[src/rtl/binary_divider.sv]
// binary_divider
//
// Sequential restoring (shift-subtract) unsigned divider. A 2*DATA_W-bit
// dividend is divided by a DATA_W-bit divisor, giving a DATA_W-bit quotient
// and remainder. It is the inverse companion of the shift-add multiplier and
// uses the same start/Ready handshake: a small controller FSM steps a
// register datapath through one shift and one conditional subtract per
// quotient bit.
//
// Ports:
//   clock      in   1          rising-edge clock
//   reset_n    in   1          asynchronous active-low reset
//   start      in   1          request, only sampled while Ready=1
//   dividend   in   2*DATA_W   sampled on the accepting edge
//   divisor    in   DATA_W     sampled on the accepting edge
//   quotient   out  DATA_W     result, valid while Ready=1
//   remainder  out  DATA_W     result, valid while Ready=1
//   overflow   out  1          last request divided by zero or did not fit
//   Ready      out  1          idle, result valid, start accepted
//
// Optional feature macro: BINARY_DIVIDER_EARLY_EXIT_EN
//   When defined, a zero dividend with a nonzero divisor finishes on the
//   accepting edge (0 r 0) instead of running the full iteration sequence.

module binary_divider #(
  parameter int DATA_W = 8
) (
  input  logic                  clock,
  input  logic                  reset_n,
  input  logic                  start,
  input  logic [2*DATA_W-1:0]   dividend,
  input  logic [DATA_W-1:0]     divisor,
  output logic [DATA_W-1:0]     quotient,
  output logic [DATA_W-1:0]     remainder,
  output logic                  overflow,
  output logic                  Ready
);

  localparam int P_W = $clog2(DATA_W) + 1;

  typedef enum logic [1:0] {
    S_IDLE  = 2'd0,
    S_SHIFT = 2'd1,
    S_SUB   = 2'd2
  } state_t;

  state_t              state;
  logic [DATA_W:0]     r_reg;
  logic [DATA_W-1:0]   q_reg;
  logic [DATA_W-1:0]   b_reg;
  logic [P_W-1:0]      p_reg;
  logic                ov_reg;
  logic                ready_reg;

  logic [DATA_W-1:0]   dividend_hi;
  logic [DATA_W-1:0]   dividend_lo;
  logic                load_overflow;
  logic                load_zero;

  // The quotient only fits in DATA_W bits when the upper dividend half is
  // strictly below the divisor; this also keeps R < 2B after every shift,
  // so the DATA_W+1-bit partial remainder never wraps.
  always_comb begin
    dividend_hi   = dividend[2*DATA_W-1:DATA_W];
    dividend_lo   = dividend[DATA_W-1:0];
    load_overflow = (divisor == '0) || (dividend_hi >= divisor);
    load_zero     = (divisor != '0) && (dividend == '0);
  end

  // Controller and datapath in one block. Ready is registered alongside the
  // state so it is exactly "state is S_IDLE" without a decode on the output.
  always_ff @(posedge clock or negedge reset_n) begin
    if (!reset_n) begin
      state     <= S_IDLE;
      r_reg     <= '0;
      q_reg     <= '0;
      b_reg     <= '0;
      p_reg     <= P_W'(DATA_W);
      ov_reg    <= 1'b0;
      ready_reg <= 1'b1;
    end else begin
      case (state)
        S_IDLE: begin
          if (start) begin
            b_reg  <= divisor;
            p_reg  <= P_W'(DATA_W);
            ov_reg <= load_overflow;
            if (load_overflow) begin
              // Result is reported immediately; the FSM never leaves idle.
              r_reg <= '0;
              q_reg <= '0;
            end
`ifdef BINARY_DIVIDER_EARLY_EXIT_EN
            else if (load_zero) begin
              r_reg <= '0;
              q_reg <= '0;
            end
`endif
            else begin
              r_reg     <= {1'b0, dividend_hi};
              q_reg     <= dividend_lo;
              state     <= S_SHIFT;
              ready_reg <= 1'b0;
            end
          end
        end

        S_SHIFT: begin
          // {R,Q} shifts left as one register; Q[0] is filled by S_SUB.
          r_reg <= {r_reg[DATA_W-1:0], q_reg[DATA_W-1]};
          q_reg <= {q_reg[DATA_W-2:0], 1'b0};
          p_reg <= p_reg - P_W'(1);
          state <= S_SUB;
        end

        S_SUB: begin
          if (r_reg >= {1'b0, b_reg}) begin
            r_reg    <= r_reg - {1'b0, b_reg};
            q_reg[0] <= 1'b1;
          end
          if (p_reg == '0) begin
            state     <= S_IDLE;
            ready_reg <= 1'b1;
          end else begin
            state <= S_SHIFT;
          end
        end

        default: begin
          state     <= S_IDLE;
          ready_reg <= 1'b1;
        end
      endcase
    end
  end

  // In the default build load_zero has no consumer; keep it referenced so
  // both builds share the same signal set.
  logic unused_load_zero;
  always_comb unused_load_zero = load_zero;

  always_comb begin
    quotient  = q_reg;
    remainder = r_reg[DATA_W-1:0];
    overflow  = ov_reg;
    Ready     = ready_reg;
  end

endmodule

[config.mk]
export PLATFORM = sky130hd
export DESIGN_NAME = binary_divider
export DESIGN_NICKNAME = d
export VERILOG_FILES = /design/src/rtl/binary_divider.sv
export SDC_FILE = /design/constraint.sdc
export NUM_CORES = 1
export LEC_CHECK = 0
export CAP_MARGIN = 40
export CORE_MARGIN = 1.5
export CORE_UTILIZATION = 40
export CTS_BUF_LIST = sky130_fd_sc_hd__clkbuf_16
export CTS_CLUSTER_SIZE = 40
export DETAILED_ROUTE_END_ITERATION = 16
export GPL_TIMING_DRIVEN = 1
export SLEW_MARGIN = 5
export SYNTH_ARGS = -nofsm -noshare
export SYNTH_HDL_FRONTEND = slang
export SYNTH_SLANG_ARGS = --single-unit
[constraint.sdc]
create_clock -name clock -period 3.3 [get_ports clock]
set_clock_uncertainty 0.1 [all_clocks]
set_input_delay 0.495 -clock clock [delete_from_list [all_inputs] [get_ports clock]]
set_output_delay 0.495 -clock clock [all_outputs]
set_load 0.005 [all_outputs]
After elaboration in Yosys (flattened, before gate mapping)
Cells that the tools add are included.

Flip-flop bits (word level): 33. Bits of input ports: 27. Output and inout bits: 18. Logic and storage cells: 49.

Add/subtract/negate cells: 2. Magnitude comparators: 2. Equal/unequal tests: 6. Mux-type cells: 19. Bitwise logic cells: 1. Reductions and logical operators: 11.

Operators with widths (number): case mux 9 bit (3 select lines) (1); 2-to-1 mux 8 bit (3); 2-to-1 mux 9 bit (2); case mux 7 bit (2 select lines) (1); >= comparator 9 x 8 -> 1 bit (1); subtractor 9 x 8 -> 9 bit (1); >= comparator 8 bit (1); zero test 8 bit (1); inequality test 2 bit (second input constant) (4); case mux 4 bit (2 select lines) (1); case mux 1 bit (3 select lines) (2); case mux 2 bit (3 select lines) (1); AND reduction 2 bit (3); 2-to-1 mux 1 bit (5); zero test 4 bit (1); 2-to-1 mux 2 bit (2); 2-to-1 mux 4 bit (1); AND reduction 4 bit (1); subtractor 4 x 1 -> 4 bit (second input constant) (1); AND reduction 3 bit (1); nonzero test 3 bit (1); equality test 2 x 1 -> 1 bit (second input constant) (1); equality test 2 bit (second input constant) (1); zero test 2 bit (1); other kinds (3) (3).

Longest topological paths before layout
Gate-level depths: netlist of the first run.

Word-level depth: 5. Gate-level depth with buffers: 10. Depth with buffers taken out: 10.

Worst setup path after synthesis of the first run
Ideal clock, no wire load.

Path kind: flip-flop to flip-flop. Start: register r_reg[0]. End: register r_reg[8]. Library setup time: 121 ps. Data arrival time: 2224 ps. Required time: 3079 ps. Slack: 855 ps. Cell stages (with the launch flop): 11. Path buffers: 0. Period minus slack after synthesis: 2445 ps. Path through: dfrtp_1 -> inv_1 -> ha_1 -> inv_1 -> fa_1 -> a211oi_1 -> nor2_1 -> o21ai_0 -> a21oi_1 -> a211o_2 -> a22o_2.

Cells in the longest elaborated chain, start to end: 3. Elaborated cells on any way between the ends: 6. Classes of those cells: add/sub: 1; order compare: 1; eq/ne: 1; mux: 2; reduce/logical: 1.

Ends and longest elaborated chain: from (decl) (RTL line 48) `logic [DATA_W:0] r_reg;`; from (signal assigned) (RTL line 100) `r_reg <= {1'b0, dividend_hi};`; from (signal assigned) (RTL line 110) `r_reg <= {r_reg[DATA_W-1:0], q_reg[DATA_W-1]};`; from (signal assigned) (RTL line 118) `r_reg <= r_reg - {1'b0, b_reg};`; subtractor 9 x 8 -> 9 bit or >= comparator 9 x 8 -> 1 bit (tied branches) (RTL line 118, 117); 2-to-1 mux 9 bit or inequality test 2 bit (tied branches); case mux 9 bit (3 select lines) or AND reduction 3 bit (tied branches).

Several ways; a longest one is shown, not always the timed one. The select of a mux whose other input is x is not followed. A chain may end at the register's enable or synchronous reset.

Worst setup path after layout of the first run
Start: input port divisor[5]. End: register r_reg[2].

Cells in the longest elaborated chain, start to end: 5. Elaborated cells on any way between the ends: 6. Classes of those cells: order compare: 1; mux: 3; reduce/logical: 2.

Ends and longest elaborated chain: from (decl) (RTL line 32) `input logic [DATA_W-1:0] divisor,`; >= comparator 8 bit or zero test 8 bit (tied branches) (RTL line 66) `load_overflow = (divisor == '0) || (dividend_hi >= divisor);`; logical OR 1 bit * (RTL line 66); 2-to-1 mux 8 bit * (RTL line 88) `if (load_overflow) begin`; 2-to-1 mux 9 bit * (RTL line 84) `if (start) begin`; case mux 9 bit (3 select lines) * (RTL line 82) `case (state)`.

Mark *: on every way between the ends. The rest lies on a longest branch, timed or not. The select of a mux whose other input is x is not followed.

==> results of run 1 <==
power by group:
group | leakage, µW | switching (µW) | total (µW) | internal (µW)
clock | 0.0000826 | 174 | 524 | 351
combinational | 0.000814 | 952 | 1810 | 855
sequential | 0.000408 | 159 | 764 | 605
per-layer routing:
layer	wire (µm)	up-vias
met5	0	-
met4	61	0
met3	271	5
met2	2720	51
met1	2510	942
li1	-	1011
layout by cell type (no fill, tap or decap), types with 2 or more instances in the layout:
| master | netlist | layout |
|---|---|---|
| nand2_1 | 29 | 29 |
| buf_4 | 8 | 7 |
| nor3b_1 | 2 | 2 |
| inv_1 | 25 | 26 |
| clkdlybuf4s50_1 | 0 | 44 |
| a211oi_1 | 4 | 4 |
| nand2b_1 | 3 | 3 |
| mux2_2 | 2 | 2 |
| nor2b_1 | 3 | 3 |
| nand3_1 | 4 | 4 |
| nor2_1 | 19 | 19 |
| nor3_1 | 2 | 2 |
| a22o_2 | 2 | 2 |
| a211o_1 | 2 | 2 |
| dfrtp_1 | 31 | 31 |
| o31ai_1 | 4 | 4 |
| o21ai_0 | 29 | 29 |
| dfstp_2 | 2 | 2 |
| a22o_1 | 2 | 2 |
| o21ai_1 | 2 | 2 |
| nor4_1 | 2 | 2 |
| xnor2_1 | 3 | 3 |
| ha_1 | 22 | 22 |
| a21oi_1 | 14 | 14 |
| a22oi_1 | 13 | 13 |
| clkbuf_16 | 0 | 5 |
area by class of cell:
type / instances / area (µm²) / share of cell area (%)
Tap cell: 72 / 90.1 / 3.06
Clock buffer: 5 / 125 / 4.25
Clock inverter: 3 / 37.5 / 1.27
Inverter: 26 / 97.6 / 3.31
Timing Repair Buffer: 51 / 493 / 16.7
Sequential cell: 33 / 828 / 28.1
Multi-Input combinational cell: 188 / 1270 / 43.2
worst reg2reg max path, delay by kind of cell, from the launching register on:
| family | cells | cell delay [ns] |
|---|---|---|
| AO/OA/AOI/OAI | 5 | 1.24 |
| adder cells (fa/ha/maj) | 2 | 0.59 |
| buffers and inverters | 2 | 0.14 |
| flip-flops | 1 | 0.41 |
| AND/OR/NAND/NOR | 1 | 0.10 |
logic make-up (layout without fill, tap and decap cells):
family | after synthesis | after routing
AND/OR/NAND/NOR | 73 | 73
multiplexers | 3 | 3
flip-flops | 33 | 33
AO/OA/AOI/OAI | 86 | 86
buffers and inverters | 44 | 85
XOR/XNOR | 3 | 3
adder cells (fa/ha/maj) | 23 | 23
worst paths after layout:
| path | end | slack [ns] |
|---|---|---|
| min in group asynchronous | quotient[4] | 0.53 |
| max | r_reg[2] | 0.57 |
| max reg2reg | r_reg[8] | 0.62 |
| min | b_reg[5] | 0.38 |
| min reg2reg | b_reg[5] | 0.38 |
| max in group asynchronous | Ready | 2.23 |
per-stage QoR:
step	setup WS, ns	instances	cell area (µm²)
3_3_place_gp	0.342	369	2770
4_1_cts	0.566	378	2940
5_1_grt	0.377	378	2940
3_5_place_dp	0.294	370	2780
6_report	0.568	378	2940
2_1_floorplan	0.855	265	2310
==> run summary, run 1 <==
Initial antenna violation count - 0
H-tree Lvls - 2
Reg clk slew, reported paths - 0.05 ns
Mean routed wirelength per cell - 14.7 µm
Netlist cell types - 54
Layout cells sized above 1 - 10.1%
Mux contribution to synthesized area - 1.41%
Ys async rst share - 100%
Via count - 2009
Antenna-violating nets left - 0
Most frequent cells after synthesis - 31 x dfrtp_1, 29 x nand2_1, 29 x o21ai_0, 25 x inv_1, 22 x ha_1
Remaining Overflow, GRT - 0
CP Max Fanout - 6
Routability cong. - 0.802
Total Wirelength - 5560 µm
Met3 usage - 3.91%
Setup TNS - 0 ns
IO Pins - 45
R2R cell count - 10
Number of clock sinks - 33
Post-synth EDFFs - 0
Initial core utilization - 41.6%
Fmax - 366 MHz
Total GRT Usage - 19.6%
Met2 Use GR - 34.1%
Compound-cell area share of the yosys netlist - 24.8%
Port Buffers - 44
Largest register FFs - 9
Fin crit share - 82.8%
Hold_sp - b_reg[5]
Most used DFF post-synth - dfrtp_1
Worst-margin pin slew - 0.527 ns
Vias in the first global route - 2036
RSZ-0062 raised after global routing - false
Post-CTS setup buffers - 0
Slew HR - 64.8%
Min-Delay Path Class - flop to flop
CTS Hold Bufs - 0
Count of warnings emitted by yosys - 0
Syn Area/Cell - 8.70 µm²
Starting DRT DRC Count - 110
Slowest CP cell - clkdlybuf4s50_1
Final setup fails - 0
WS Path Type - primary input to flop
Synth Net Count - 315
DR pass1 iterations - 4
Full die area - 6230 µm²
FF+latch count, synth - 33
Die width - 78.9 µm
CP delay by family, top - compound AO/OA/AOI/OAI gates
Startpoint Class - primary input
Dpl hpwl - 4250 µm
Fillers - 556
GR Util met1 - 24.4%
Core outline area - 5540 µm²
CTS tree - built
Remaining DRCs - 0
Synth Area in XOR/XNOR - 1.14%
Global route hottest layer - met2
Cell count after synthesis - 265
Syn Std Cell Area - 2310 µm²
Hold Slack - 0.378 ns
Top-area cell type share of the netlist area - 33.6%
Die height - 78.9 µm
Leakage power - 0.00131 µW
Worst-Skew Late Latency - 0.28 ns
Crit path from - divisor[5]
Critical register-to-register path startpoint - r_reg[0]
Num rows - 27
Simple-Gate Fraction of Synth Area - 15.0%
First-pass GRT wire length - 9520 µm
Worst path depth - 10
Layout Utilization - 53.1%
Ranking of synthesized cells by area - dfrtp_1 34%, ha_1 12%, o21ai_0 6.3%
Largest family of logic cells by synthesized area - compound AO/OA/AOI/OAI gates
Design Power - 3100 µW
Status - finished clean
Ant diodes - 0
Worst EP required - 3.40 ns
Count of final max-slew check failures - 0
CP endpoint kind - flop
Peak VDD IR - 0.381 mV
Synth-to-Final Area Change - 27.7%
Register area share after synthesis - 35.9%
Final hold viol count - 0
Post-cts resize count - 0
Final net count - 355
CTS Buf Count - 5
Clk buf depth - 2
Crit-path cells - clkdlybuf4s50_1, inv_1, ha_1, a211o_1, a221o_1, a21oi_2, nor2b_1, buf_4, a22oi_1, a21oi_1
Hold Path Cell Cnt - 2
Pwr dens - 1050 nW/µm²
Clock root buffer - clkbuf_16
Min Tclk post-route - 2.73 ns
Arrival @ worst endpoint - 2.83 ns
Maxcap violations - 0
Adder-cell share of the synthesized area - 12.8%
Top-count cell post-synth - dfrtp_1
Critical Path Max Stage Delay - 0.47 ns
Avg Vias per Cell - 5.31
CP Buf/Inv Count - 3
Largest net degree at the start of global routing - 34
Leading area contributor after synthesis - dfrtp_1
No activity file was read; power rests on OpenSTA's default activity.
==> run 2: changes to the inputs <==
Clock period 3.3 ns to 2.7 ns, I/O delays scaled along.
==> run summary, run 2 (synthesis gave the netlist of run 1 again) <==
Status - finished clean
Ant diodes - 0
Via count - 2022
Vias in the first global route - 1929
Remaining DRCs - 0
Number of clock sinks - 33
Worst EP required - 2.80 ns
Layout cells sized above 1 - 12.5%
Num rows - 27
Arrival @ worst endpoint - 2.65 ns
Avg Vias per Cell - 5.25
Maxcap violations - 0
Largest net degree at the start of global routing - 34
H-tree Lvls - 2
Setup TNS - 0 ns
Fmax - 392 MHz
Hold_sp - b_reg[3]
CTS tree - built
Crit path from - divisor[5]
Fin crit share - 94.4%
Antenna-violating nets left - 0
Design Power - 3700 µW
Hold Slack - 0.379 ns
Full die area - 6230 µm²
Crit-path cells - clkdlybuf4s50_1, inv_1, ha_1, a211o_1, a221o_1, a21oi_4, nor2b_1, buf_4, a22oi_1, a31oi_1
Reg clk slew, reported paths - 0.05 ns
Die width - 78.9 µm
Final setup fails - 0
Initial core utilization - 41.6%
Clock root buffer - clkbuf_16
Total GRT Usage - 18.6%
Port Buffers - 44
First-pass GRT wire length - 8920 µm
Worst-Skew Late Latency - 0.28 ns
Non-filler cells, final - 385
Dpl hpwl - 4050 µm
Largest register FFs - 9
Starting DRT DRC Count - 63
Final hold viol count - 0
Pwr dens - 1240 nW/µm²
Worst-margin pin slew - 0.695 ns
Clk buf depth - 2
Count of final max-slew check failures - 0
Critical register-to-register path startpoint - r_reg[0]
RSZ-0062 raised after global routing - false
Peak VDD IR - 0.432 mV
R2r setup slk - 0.26 ns
Final net count - 363
Core outline area - 5540 µm²
Die height - 78.9 µm
Startpoint Class - primary input
Synth-to-Final Area Change - 29.7%
Most common cell after layout, fill and taps aside - clkdlybuf4s50_1
IO Pins - 45
Routability cong. - 0.796
Slew HR - 53.1%
Most frequent cells in the layout - 44 x clkdlybuf4s50_1, 31 x dfrtp_1, 29 x nand2_1
Total Wirelength - 5330 µm
Critical Path Max Stage Delay - 0.47 ns
Placed Cells - 378
WS Path Type - primary input to flop
CP Max Fanout - 8
Min-Delay Path Class - flop to flop
CTS Buf Count - 5
Min Tclk post-route - 2.55 ns
Layout Utilization - 54.0%
CP endpoint kind - flop
Leakage power - 0.00133 µW
Remaining Overflow, GRT - 0
CTS Hold Bufs - 0
Mean routed wirelength per cell - 13.8 µm
DR pass1 iterations - 4
Initial antenna violation count - 0
Slowest CP cell - clkdlybuf4s50_1
run 2: changes by cell type in the layout (fill, tap and decap cells not counted), sizes merged:
| cell | before | now |
|---|---|---|
| bufinv | 1 | 0 |
| buf | 7 | 15 |
run 2: per-stage QoR:
step / worst slack [ns] / area (µm²)
floorplan: 0.255 / 2310
global placement: -0.117 / 2840
detailed placement: -0.151 / 2840
CTS: 0.0910 / 2970
global route: 0.00709 / 2990
finish: 0.151 / 2990
run 2: worst paths after layout:
path                                     to  cells after the start
worst max-delay path               r_reg[6]                     10
max in group asynchronous             Ready                      2
worst min-delay path               b_reg[3]                      2
worst max register to register     r_reg[8]                     10
min in group asynchronous       quotient[4]                      2
worst min register to register     b_reg[3]                      2
run 2: per-layer routing:
metal | vias up | track usage [%] | routed length [µm]
li1 | 1027 | - | -
met2 | 40 | 32.2 | 2560
met4 | 0 | 5.61 | 67
met1 | 950 | 23.1 | 2480
met5 | - | 0 | 0
met3 | 5 | 4.02 | 216
run 2: critical path, delay by kind of cell:
| family | cells | cell delay [ns] |
|---|---|---|
| AO/OA/AOI/OAI | 5 | 1.09 |
| adder cells (fa/ha/maj) | 1 | 0.28 |
| buffers and inverters | 3 | 0.70 |
| AND/OR/NAND/NOR | 1 | 0.16 |
run 2: layout make-up:
cell class	count	area, µm²
clock buffer	5	125
clock inverter	2	7.51
multi-input combinational	188	1290
timing repair buffer	59	553
sequential	33	828
fill	530	2550
tap	72	90.1
inverter	26	97.6
run 2: power breakdown:
group	switching, µW	internal, µW
Clock	196	329
Combinational	1170	1080
Sequential	190	740
run 2: timing repair:
item                                    in CTS  in global routing
setup buffers                                0                  0
endpoints found under the setup margin       0                  7
resized for setup                            0                  4
